--- src/rtl/dcmi_pkg.sv ---
// Shared types and constants for the DCMI byte-stream transmitter:
// FSM state encoding, inter-frame gap length and default sizing.
package dcmi_pkg;

  typedef enum logic [1:0] {
    ST_IDLE  = 2'd0,
    ST_START = 2'd1,
    ST_SEND  = 2'd2,
    ST_GAP   = 2'd3
  } state_t;

  localparam int GAP_CYCLES     = 2;
  localparam int DEF_DEPTH_LOG2 = 6;
  localparam int DEF_FRAME_LEN  = 32;

endpackage

--- src/rtl/byte_fifo.sv ---
// Single-clock byte FIFO with show-ahead registered read data, occupancy
// count and full/empty flags. A push while full is accepted only with a pop.
module byte_fifo #(
  parameter int DEPTH_LOG2 = 6
) (
  input  logic                  Clk,
  input  logic                  rst_n,
  input  logic                  push,
  input  logic                  pop,
  input  logic [7:0]            din,
  output logic [7:0]            dout,
  output logic [DEPTH_LOG2:0]   count,
  output logic                  full,
  output logic                  empty
);

  localparam int DEPTH = 1 << DEPTH_LOG2;
  localparam logic [DEPTH_LOG2:0] DEPTH_CNT = {1'b1, {DEPTH_LOG2{1'b0}}};

  logic [7:0]            mem [DEPTH];
  logic [DEPTH_LOG2-1:0] wr_ptr_reg;
  logic [DEPTH_LOG2-1:0] rd_ptr_reg;
  logic [DEPTH_LOG2-1:0] rd_ptr_next;
  logic [DEPTH_LOG2:0]   count_reg;
  logic [7:0]            dout_reg;
  logic                  push_ok;
  logic                  pop_ok;

  assign full        = (count_reg == DEPTH_CNT);
  assign empty       = (count_reg == '0);
  assign pop_ok      = pop && !empty;
  assign push_ok     = push && (!full || pop_ok);
  assign rd_ptr_next = pop_ok ? rd_ptr_reg + 1'b1 : rd_ptr_reg;
  assign count       = count_reg;
  assign dout        = dout_reg;

  // Storage and read port carry no reset so they map onto block RAM.
  // The read address is the next head, with a bypass when that slot is
  // being written in the same cycle, so dout always shows the head byte.
  always_ff @(posedge Clk) begin
    if (push_ok) begin
      mem[wr_ptr_reg] <= din;
    end
    if (push_ok && (wr_ptr_reg == rd_ptr_next)) begin
      dout_reg <= din;
    end else begin
      dout_reg <= mem[rd_ptr_next];
    end
  end

  always_ff @(posedge Clk or negedge rst_n) begin
    if (!rst_n) begin
      wr_ptr_reg <= '0;
      rd_ptr_reg <= '0;
      count_reg  <= '0;
    end else begin
      if (push_ok) begin
        wr_ptr_reg <= wr_ptr_reg + 1'b1;
      end
      rd_ptr_reg <= rd_ptr_next;
      case ({push_ok, pop_ok})
        2'b10:   count_reg <= count_reg + 1'b1;
        2'b01:   count_reg <= count_reg - 1'b1;
        default: count_reg <= count_reg;
      endcase
    end
  end

endmodule

--- src/rtl/dcmi_stream_tx.sv ---
// Buffers bytes from the IO port and replays them as DCMI frames paced by CLKEN.
// Define DCMI_STREAM_TX_CHECKSUM_EN to append a mod-256 payload sum to each frame.
module dcmi_stream_tx
  import dcmi_pkg::*;
#(
  parameter int DEPTH_LOG2 = DEF_DEPTH_LOG2,
  parameter int FRAME_LEN  = DEF_FRAME_LEN
) (
  input  logic       CLK,
  input  logic       nRST,
  input  logic [7:0] DI,
  input  logic       WR,
  input  logic       FLUSH,
  input  logic       CLKEN,
  output logic [7:0] DATA,
  output logic       DSYNC,
  output logic       FULL,
  output logic       BUSY,
  output logic       OVF
);

  localparam logic [DEPTH_LOG2:0] FRAME_CNT = (DEPTH_LOG2 + 1)'(FRAME_LEN);
  localparam logic [1:0]          GAP_LAST  = 2'(GAP_CYCLES - 1);

  state_t              state_reg;
  logic [7:0]          data_reg;
  logic                dsync_reg;
  logic                busy_reg;
  logic                ovf_reg;
  logic                flush_pend_reg;
  logic [DEPTH_LOG2:0] remain_reg;
  logic [1:0]          gap_cnt_reg;
`ifdef DCMI_STREAM_TX_CHECKSUM_EN
  logic [7:0]          sum_reg;
  logic                csum_done_reg;
`endif

  logic [7:0]          fifo_dout;
  logic [DEPTH_LOG2:0] fifo_count;
  logic                fifo_full;
  logic                fifo_empty;
  logic                start_ok;
  logic                start_go;
  logic [DEPTH_LOG2:0] start_len;
  logic                pop;
  logic                drop;

  byte_fifo #(
    .DEPTH_LOG2(DEPTH_LOG2)
  ) u_fifo (
    .Clk   (CLK),
    .rst_n (nRST),
    .push  (WR),
    .pop   (pop),
    .din   (DI),
    .dout  (fifo_dout),
    .count (fifo_count),
    .full  (fifo_full),
    .empty (fifo_empty)
  );

  assign start_ok  = (fifo_count >= FRAME_CNT) || (flush_pend_reg && !fifo_empty);
  assign start_go  = CLKEN && (state_reg == ST_IDLE) && start_ok;
  assign start_len = (fifo_count >= FRAME_CNT) ? FRAME_CNT : fifo_count;
  assign pop       = start_go ||
                     (CLKEN && ((state_reg == ST_START) || (state_reg == ST_SEND)) &&
                      (remain_reg != '0));
  assign drop      = WR && fifo_full && !pop;

  assign DATA  = data_reg;
  assign DSYNC = dsync_reg;
  assign BUSY  = busy_reg;
  assign FULL  = fifo_full;
  assign OVF   = ovf_reg;

  always_ff @(posedge CLK or negedge nRST) begin
    if (!nRST) begin
      state_reg      <= ST_IDLE;
      data_reg       <= '0;
      dsync_reg      <= 1'b0;
      busy_reg       <= 1'b0;
      ovf_reg        <= 1'b0;
      flush_pend_reg <= 1'b0;
      remain_reg     <= '0;
      gap_cnt_reg    <= '0;
`ifdef DCMI_STREAM_TX_CHECKSUM_EN
      sum_reg        <= '0;
      csum_done_reg  <= 1'b0;
`endif
    end else begin
      // A dropped byte outranks a simultaneous flush so the loss stays visible.
      if (drop) begin
        ovf_reg <= 1'b1;
      end else if (FLUSH) begin
        ovf_reg <= 1'b0;
      end

      // A fresh strobe in the START cycle belongs to the next frame.
      if (FLUSH) begin
        flush_pend_reg <= 1'b1;
      end else if (start_go) begin
        flush_pend_reg <= 1'b0;
      end

      if (CLKEN) begin
        case (state_reg)
          ST_IDLE: begin
            if (start_ok) begin
              state_reg  <= ST_START;
              data_reg   <= fifo_dout;
              dsync_reg  <= 1'b1;
              busy_reg   <= 1'b1;
              remain_reg <= start_len - 1'b1;
`ifdef DCMI_STREAM_TX_CHECKSUM_EN
              sum_reg       <= fifo_dout;
              csum_done_reg <= 1'b0;
`endif
            end
          end
          ST_START, ST_SEND: begin
            if (remain_reg != '0) begin
              state_reg  <= ST_SEND;
              data_reg   <= fifo_dout;
              remain_reg <= remain_reg - 1'b1;
`ifdef DCMI_STREAM_TX_CHECKSUM_EN
              sum_reg    <= sum_reg + fifo_dout;
`endif
            end
`ifdef DCMI_STREAM_TX_CHECKSUM_EN
            else if (!csum_done_reg) begin
              state_reg     <= ST_SEND;
              data_reg      <= sum_reg;
              csum_done_reg <= 1'b1;
            end
`endif
            else begin
              state_reg   <= ST_GAP;
              data_reg    <= '0;
              dsync_reg   <= 1'b0;
              gap_cnt_reg <= '0;
            end
          end
          ST_GAP: begin
            if (gap_cnt_reg == GAP_LAST) begin
              state_reg <= ST_IDLE;
              busy_reg  <= 1'b0;
            end else begin
              gap_cnt_reg <= gap_cnt_reg + 1'b1;
            end
          end
          default: begin
            state_reg <= ST_IDLE;
            data_reg  <= '0;
            dsync_reg <= 1'b0;
            busy_reg  <= 1'b0;
          end
        endcase
      end
    end
  end

endmodule

--- config.mk ---
export PLATFORM = sky130hd
export DESIGN_NAME = dcmi_stream_tx
export DESIGN_NICKNAME = d
export VERILOG_FILES = /design/src/rtl/dcmi_pkg.sv /design/src/rtl/byte_fifo.sv /design/src/rtl/dcmi_stream_tx.sv
export SDC_FILE = /design/constraint.sdc
export NUM_CORES = 1
export LEC_CHECK = 0
export CORE_MARGIN = 1.5
export CORE_UTILIZATION = 56
export CTS_CLUSTER_SIZE = 8
export DETAILED_ROUTE_END_ITERATION = 7
export GPL_TIMING_DRIVEN = 0
export PLACE_DENSITY_LB_ADDON = 0.05
export SLEW_MARGIN = 20
export SYNTH_ARGS = -nofsm -noshare
export SYNTH_HDL_FRONTEND = slang
export SYNTH_SLANG_ARGS = --single-unit
--- constraint.sdc ---
create_clock -name CLK -period 3 [get_ports CLK]
set_input_delay 0.75 -clock CLK [delete_from_list [all_inputs] [get_ports CLK]]
set_output_delay 0.75 -clock CLK [all_outputs]
set_load 0.01 [all_outputs]
==> Word-level counts from Yosys, hierarchy flattened <==
Memories as Yosys holds them, arrays and structs flattened. A register that Yosys moved wholly into a read port is not among the register bits.
Cells that the tools add are included.
W data, S select, Z words.
{ "op_classes": {"add_sub_neg": 7, "order_cmp": 1, "eq_ne": 12, "mux": 27, "reduce_logical": 32} }
{ "ops": {"columns": ["operator", "n"], "rows": [
  ["$pmux W7 S2", 2],
  ["$mux W7", 3],
  ["$sub A7 B1 Y7 const B", 3],
  ["$mux W8", 2],
  ["$pmux W8 S2", 1],
  ["$reduce_and A4 Y1", 4],
  ["$add A6 B1 Y6 const B", 2],
  ["$reduce_bool A2 Y1", 6],
  ["$mux W1", 10],
  ["$ne A2 B2 Y1 const B", 5],
  ["$logic_and A1 B1 Y1", 9],
  ["$mux W2", 4],
  ["$add A7 B1 Y7 const B", 1],
  ["$eq A7 B7 Y1 const B", 1],
  ["$ge A7 B6 Y1 const B", 1],
  ["$logic_not A7 Y1", 1],
  ["$reduce_bool A7 Y1", 1],
  ["$eq A2 B1 Y1 const B", 3],
  ["$eq A2 B2 Y1 const B", 3],
  ["$mux W6", 1],
  ["$pmux W2 S3", 1],
  ["$reduce_and A3 Y1", 2],
  ["$logic_or A1 B1 Y1", 4],
  ["$pmux W1 S2", 2],
  ["5 further kinds", 7]
]} }
{ "word_totals": {"ff_bits": 42, "ram_bits": 512, "inputBits": 13, "out_inout_bits": 12, "wordCells": 91, "memories": 1} }
{ "mem_list": {"columns": ["name", "words", "width", "rd", "rd_ports_with_merged_regs", "write_ports", "line", "rtl"], "rows": [
  ["u_fifo.mem", 64, 8, 1, 1, 1, "byte_fifo.sv:20", "logic [7:0] mem [DEPTH];"]
]} }

==> Logic depth before layout (Yosys ltp) <==
{ "logic_depth": {"depth_word": 11, "ltp_mapped": 12, "mapped_depth_nobuf": 12} }

==> Modules after synthesis <==
Synthesis repeated with hierarchy kept, for this count alone.
{ "hier_totals": {"cells_unflattened": 1173, "area_unflattened_um2": 22432.8} }
{ "modules_own_cells": {"columns": ["mod", "instances", "cells_per_inst", "area_each_um2", "seq_area_each_um2"], "rows": [
  ["byte_fifo", 1, 1049, 21239.1, 15970.3],
  ["dcmi_stream_tx", 1, 124, 1193.6, 575.6]
]} }

==> Worst setup path before layout <==
Ideal clock, no wire load.
{ "synth_timing": {"path_type": "input port to flip-flop", "start": "input port CLKEN", "end": "register u_fifo.count_reg[4] (netlist: u_fifo.count[4])", "setup_ps": 126, "t_arrival_ps": 2803, "t_required_ps": 2874, "slack_ps": 71, "stages": 10, "path_buffers": 0, "path_cell_list": "nand2_1 > a21o_1 > a21oi_2 > nand2_1 > xnor2_1 > ha_1 > or4_1 > a21oi_1 > o2bb2a_1 > xnor2_1"} }
{ "synth_between": {"elab_chain_len": 8, "elab_cells_between_ends": 12, "classes_between": "eq/ne (2); mux (1); reduce/logical (9)"} }
{ "synth_lines": {"columns": ["element", "line", "rtl"], "rows": [
  ["start, declared", "dcmi_stream_tx.sv:14", "input logic CLKEN,"],
  ["$logic_and A1 B1 Y1 (on tied branches) (2 in a row)", "dcmi_stream_tx.sv:63, dcmi_stream_tx.sv:66", null],
  ["$logic_or A1 B1 Y1 *", "dcmi_stream_tx.sv:65", "assign pop = start_go ||"],
  ["$logic_and A1 B1 Y1 *", "byte_fifo.sv:31", "assign pop_ok = pop && !empty;"],
  ["$logic_or A1 B1 Y1", "byte_fifo.sv:32", "assign push_ok = push && (!full || pop_ok);"],
  ["$logic_and A1 B1 Y1", "byte_fifo.sv:32", null],
  ["$eq A2 B1 Y1 or $eq A2 B2 Y1 (tied branches)", "byte_fifo.sv:61", "case ({push_ok, pop_ok})"],
  ["$pmux W7 S2 or $reduce_bool A2 Y1 (tied branches)", null, null],
  ["end signal, assigned", "byte_fifo.sv:62", "2'b10: count_reg <= count_reg + 1'b1;"],
  ["end signal, assigned", "byte_fifo.sv:63", "2'b01: count_reg <= count_reg - 1'b1;"],
  ["end signal, assigned", "byte_fifo.sv:64", "default: count_reg <= count_reg;"],
  ["end, declared", "byte_fifo.sv:24", "logic [DEPTH_LOG2:0] count_reg;"]
]} }
Mark *: on every way between the ends. The rest lies on a longest branch, timed or not.
A chain may end at the register's enable or synchronous reset.

==> Worst setup path after layout <==
{ "layout_timing": {"start": "input port WR", "end": "memory u_fifo.mem[36][2], enable pin"} }
{ "layout_between": {"elab_chain_len": 3} }
{ "layout_lines": {"columns": ["element", "line", "rtl"], "rows": [
  ["start, declared", "dcmi_stream_tx.sv:12", "input logic WR,"],
  ["$logic_and A1 B1 Y1", "byte_fifo.sv:32", null],
  ["$mux W1", "byte_fifo.sv:41", "if (push_ok) begin"],
  ["$mux W1 (implied by the code)", "byte_fifo.sv:42", "mem[wr_ptr_reg] <= din;"],
  ["end, declared", "byte_fifo.sv:20", null]
]} }
Every way passes these cells.

==> qor.yml <==
yosys_warnings: 0
ctsRootBufferMaster: "clkbuf_16"
final_area_um2: 26000
wire_per_inst_um: 27.1
max_freq_mhz: 330
synth_edf_count: 512
muxShareOfSynthArea_pct: 15.6
clockBufferDepth: 3
gp_congestion: 0.842
stdcell_count: 1794
coreArea_um2: 39500
drt-total-wl_um: 48500
powerDensity_nw_per_um2: 974
hold_path_class: "primary input to async pin"
cts_buffers: 80
diodes: 0
power.leakage_nw: 8.38
synth_compound_area_share_pct: 3.33
grt_pass1_wl_um: 73200
portBuffers: 24
crit_family: "simple AND/OR/NAND/NOR gates"
fin_skew_ns: 0.0223
wl_met3_um: 2650
cts.clk_slew.worst_paths_ns: 0.05
power_mw: 25.3
postCtsHoldBufs: 0
initial_core_util_pct: 56.5
setup_violations: 31
synth_top_cells_by_count: "edfxtp_1, mux4_2, nor2_1, nand2_1, dfrtp_1"
synthArstFlopShare_pct: 7.50
worst_ep_required_time_ns: 3.24
fp.dieArea_um2: 41100
grt.overflow.total: 0
violations: "negative setup slack"
ys_types: 61
nets: 1266
synth_top_area_share_pct: 68.8
period_minus_slack_ns: 3.03
row_count: 73
ir_drop_mv: 0.666
syn_area_um2: 22400
area_delta_synth_final_pct: 16.4
end_kind: "register"
ys_seq_area_share_pct: 74.0
fin_crit_sh_pct: 101
syn_inst: 1127
drc_errors: 0
highest_layer: "met4"
hold_ws_ns: 0.160
drt_iter0_markers: 879
synth_adder_area_share_pct: 0.392
path_cells: "clkdlybuf4s50_1 -> clkbuf_1 -> inv_1 -> nor3b_2 -> nand2_2 -> nor2_4"
antenna_found_initial: 0
rsz0062_at_grt: "yes"
die_y_um: 203
yosys.area_share.simple_pct: 4.38
grt_usage_pct: 24.6
crit_buf_inv: 3
top_register: "u_fifo.mem"
cts_tree: "built"
max_stage_delay_ns: 0.53
syn_nets: 1147
slew_headroom_pct: 39.2
largest_reg_flops: 512
synth.most_common_cell: "edfxtp_1"
met1_length_um: 20700
wl_met2_um: 24100
cap_violations: 0
drive_gt1_share_pct: 31.0
worst-r2r-setup-slack_ns: -0.02
grt_max_degree: 65
crit_type: "primary input to register"
ys.flop_type: "edfxtp_1"
drtAntennaViolNets: 0
arrival_ns: 3.27
worstMarginPinSlew_ns: 0.913
synth_top_family_by_area: "multiplexers"
place_area_um2: 23300
dr.pass1.iters: 4
cp_max_fo: 10
fin_ws_ns: -0.0344
synthTopCellsByArea: "edfxtp_1, mux4_2, dfrtp_1, nor2_1, nand2_1"
io_pins: 25
synth_top_cell_by_area: "edfxtp_1"
status: "finished with violations"
avgViaCountPerCell: 6.16
place_hpwl_um: 30700
slew_viol_final: 0
synth-xor-area-share_pct: 0.705
htreeDepth: 3
fillers: 2615
place_inst: 1682
hold_violations: 0
synth_seq_cells: 560
clock_latency_ns: 0.60
grt_pass1_vias: 11400
critPathSlowestCell: "clkdlybuf4s50_1"
vias: 11100
cts.sinks: 560
crit_path_start_kind: "primary input"
die_w_um: 203
fin_util_pct: 65.8
synth_area_per_cell_um2: 19.8
## routing by layer
metal  up-vias  track usage, %
met5         -               0
met1      5795            35.1
met2       365            39.5
met4         0            8.10
met3        74            4.13
li1       4816               -
## metrics by stage
stage               TNS [ns]  worst slack [ns]
floorplan                  0            0.0712
global placement     -549.38             -1.12
detailed placement   -374.43             -1.17
CTS                    -1.94           -0.0681
global route          -20.49            -0.165
finish                -0.395           -0.0344
## worst reg2reg max path: stages, from the launching register on
cell      delay [ns]
dfrtp_1         0.38
inv_1           0.06
ha_1            0.26
buf_2           0.23
o211ai_4        0.16
nand4_2         0.18
nor3b_2         0.41
nand2_2         0.48
nor2_4          0.50
## cell families (layout without fill, tap and decap cells)
| family | after synthesis | in the layout |
|---|---|---|
| DFF | 560 | 560 |
| and+or+nand+nor | 208 | 208 |
| muxes | 168 | 168 |
| AOI/OAI and AO/OA | 98 | 98 |
| buffers and inverters | 68 | 210 |
| xor gates and xnor gates | 18 | 18 |
| adders and majority gates | 7 | 7 |
## final timing paths
| check | from | to | cells after the start |
|---|---|---|---|
| setup / recovery | WR | u_fifo.mem[36][2]$_DFFE_PP_ | 6 |
| hold / removal | nRST | remain_reg[4]$_DFFE_PN0P_ | 1 |
| setup reg to reg | state_reg[0]$_DFFE_PN0P_ | u_fifo.mem[36][2]$_DFFE_PP_ | 8 |
| hold reg to reg | u_fifo.rd_ptr_reg[5]$_DFF_PN0_ | u_fifo.rd_ptr_reg[5]$_DFF_PN0_ | 1 |
| max in group asynchronous | nRST | DATA[4]$_DFFE_PN0P_ | 2 |
| min in group CLK | u_fifo.rd_ptr_reg[5]$_DFF_PN0_ | u_fifo.rd_ptr_reg[5]$_DFF_PN0_ | 1 |
## what timing repair did
item,4_1_cts,5_1_grt
pin swaps,3,5
buffers inserted,3,4
resized for setup,74,39
endpoints found under the hold margin,0,0
endpoints found under the setup margin,343,473
## power breakdown
group | switching, mW | internal (mW) | total (mW)
Clock | 3.05 | 5.01 | 8.06
Sequential | 0.332 | 9.11 | 9.44
Combinational | 4.45 | 3.40 | 7.85
Total | 7.83 | 17.5 | 25.3
## layout by cell type, fill, tap and decap left out, types with 13 or more instances in the layout
| master | count |
|---|---|
| nor2_4 | 32 |
| clkbuf_1 | 34 |
| clkdlybuf4s50_1 | 14 |
| mux4_2 | 144 |
| o21ai_0 | 22 |
| a22o_1 | 18 |
| nor2_2 | 26 |
| edfxtp_1 | 512 |
| buf_4 | 13 |
| nor2_1 | 28 |
| nand2_1 | 57 |
| clkbuf_16 | 85 |
| buf_2 | 28 |
| dfrtp_1 | 42 |
## final cells by class
cell class	instances	area [µm²]	share of cell area (%)
Buffer	59	317	1.22
Clock buffer	102	2190	8.42
Clock inverter	3	26.3	0.101
Inverter	9	33.8	0.130
Multi-Input combinational cell	499	5850	22.5
Sequential cell	560	16500	63.6
Tap cell	525	657	2.53
Timing Repair Buffer	37	389	1.50
(Power assumes the default switching activity.)
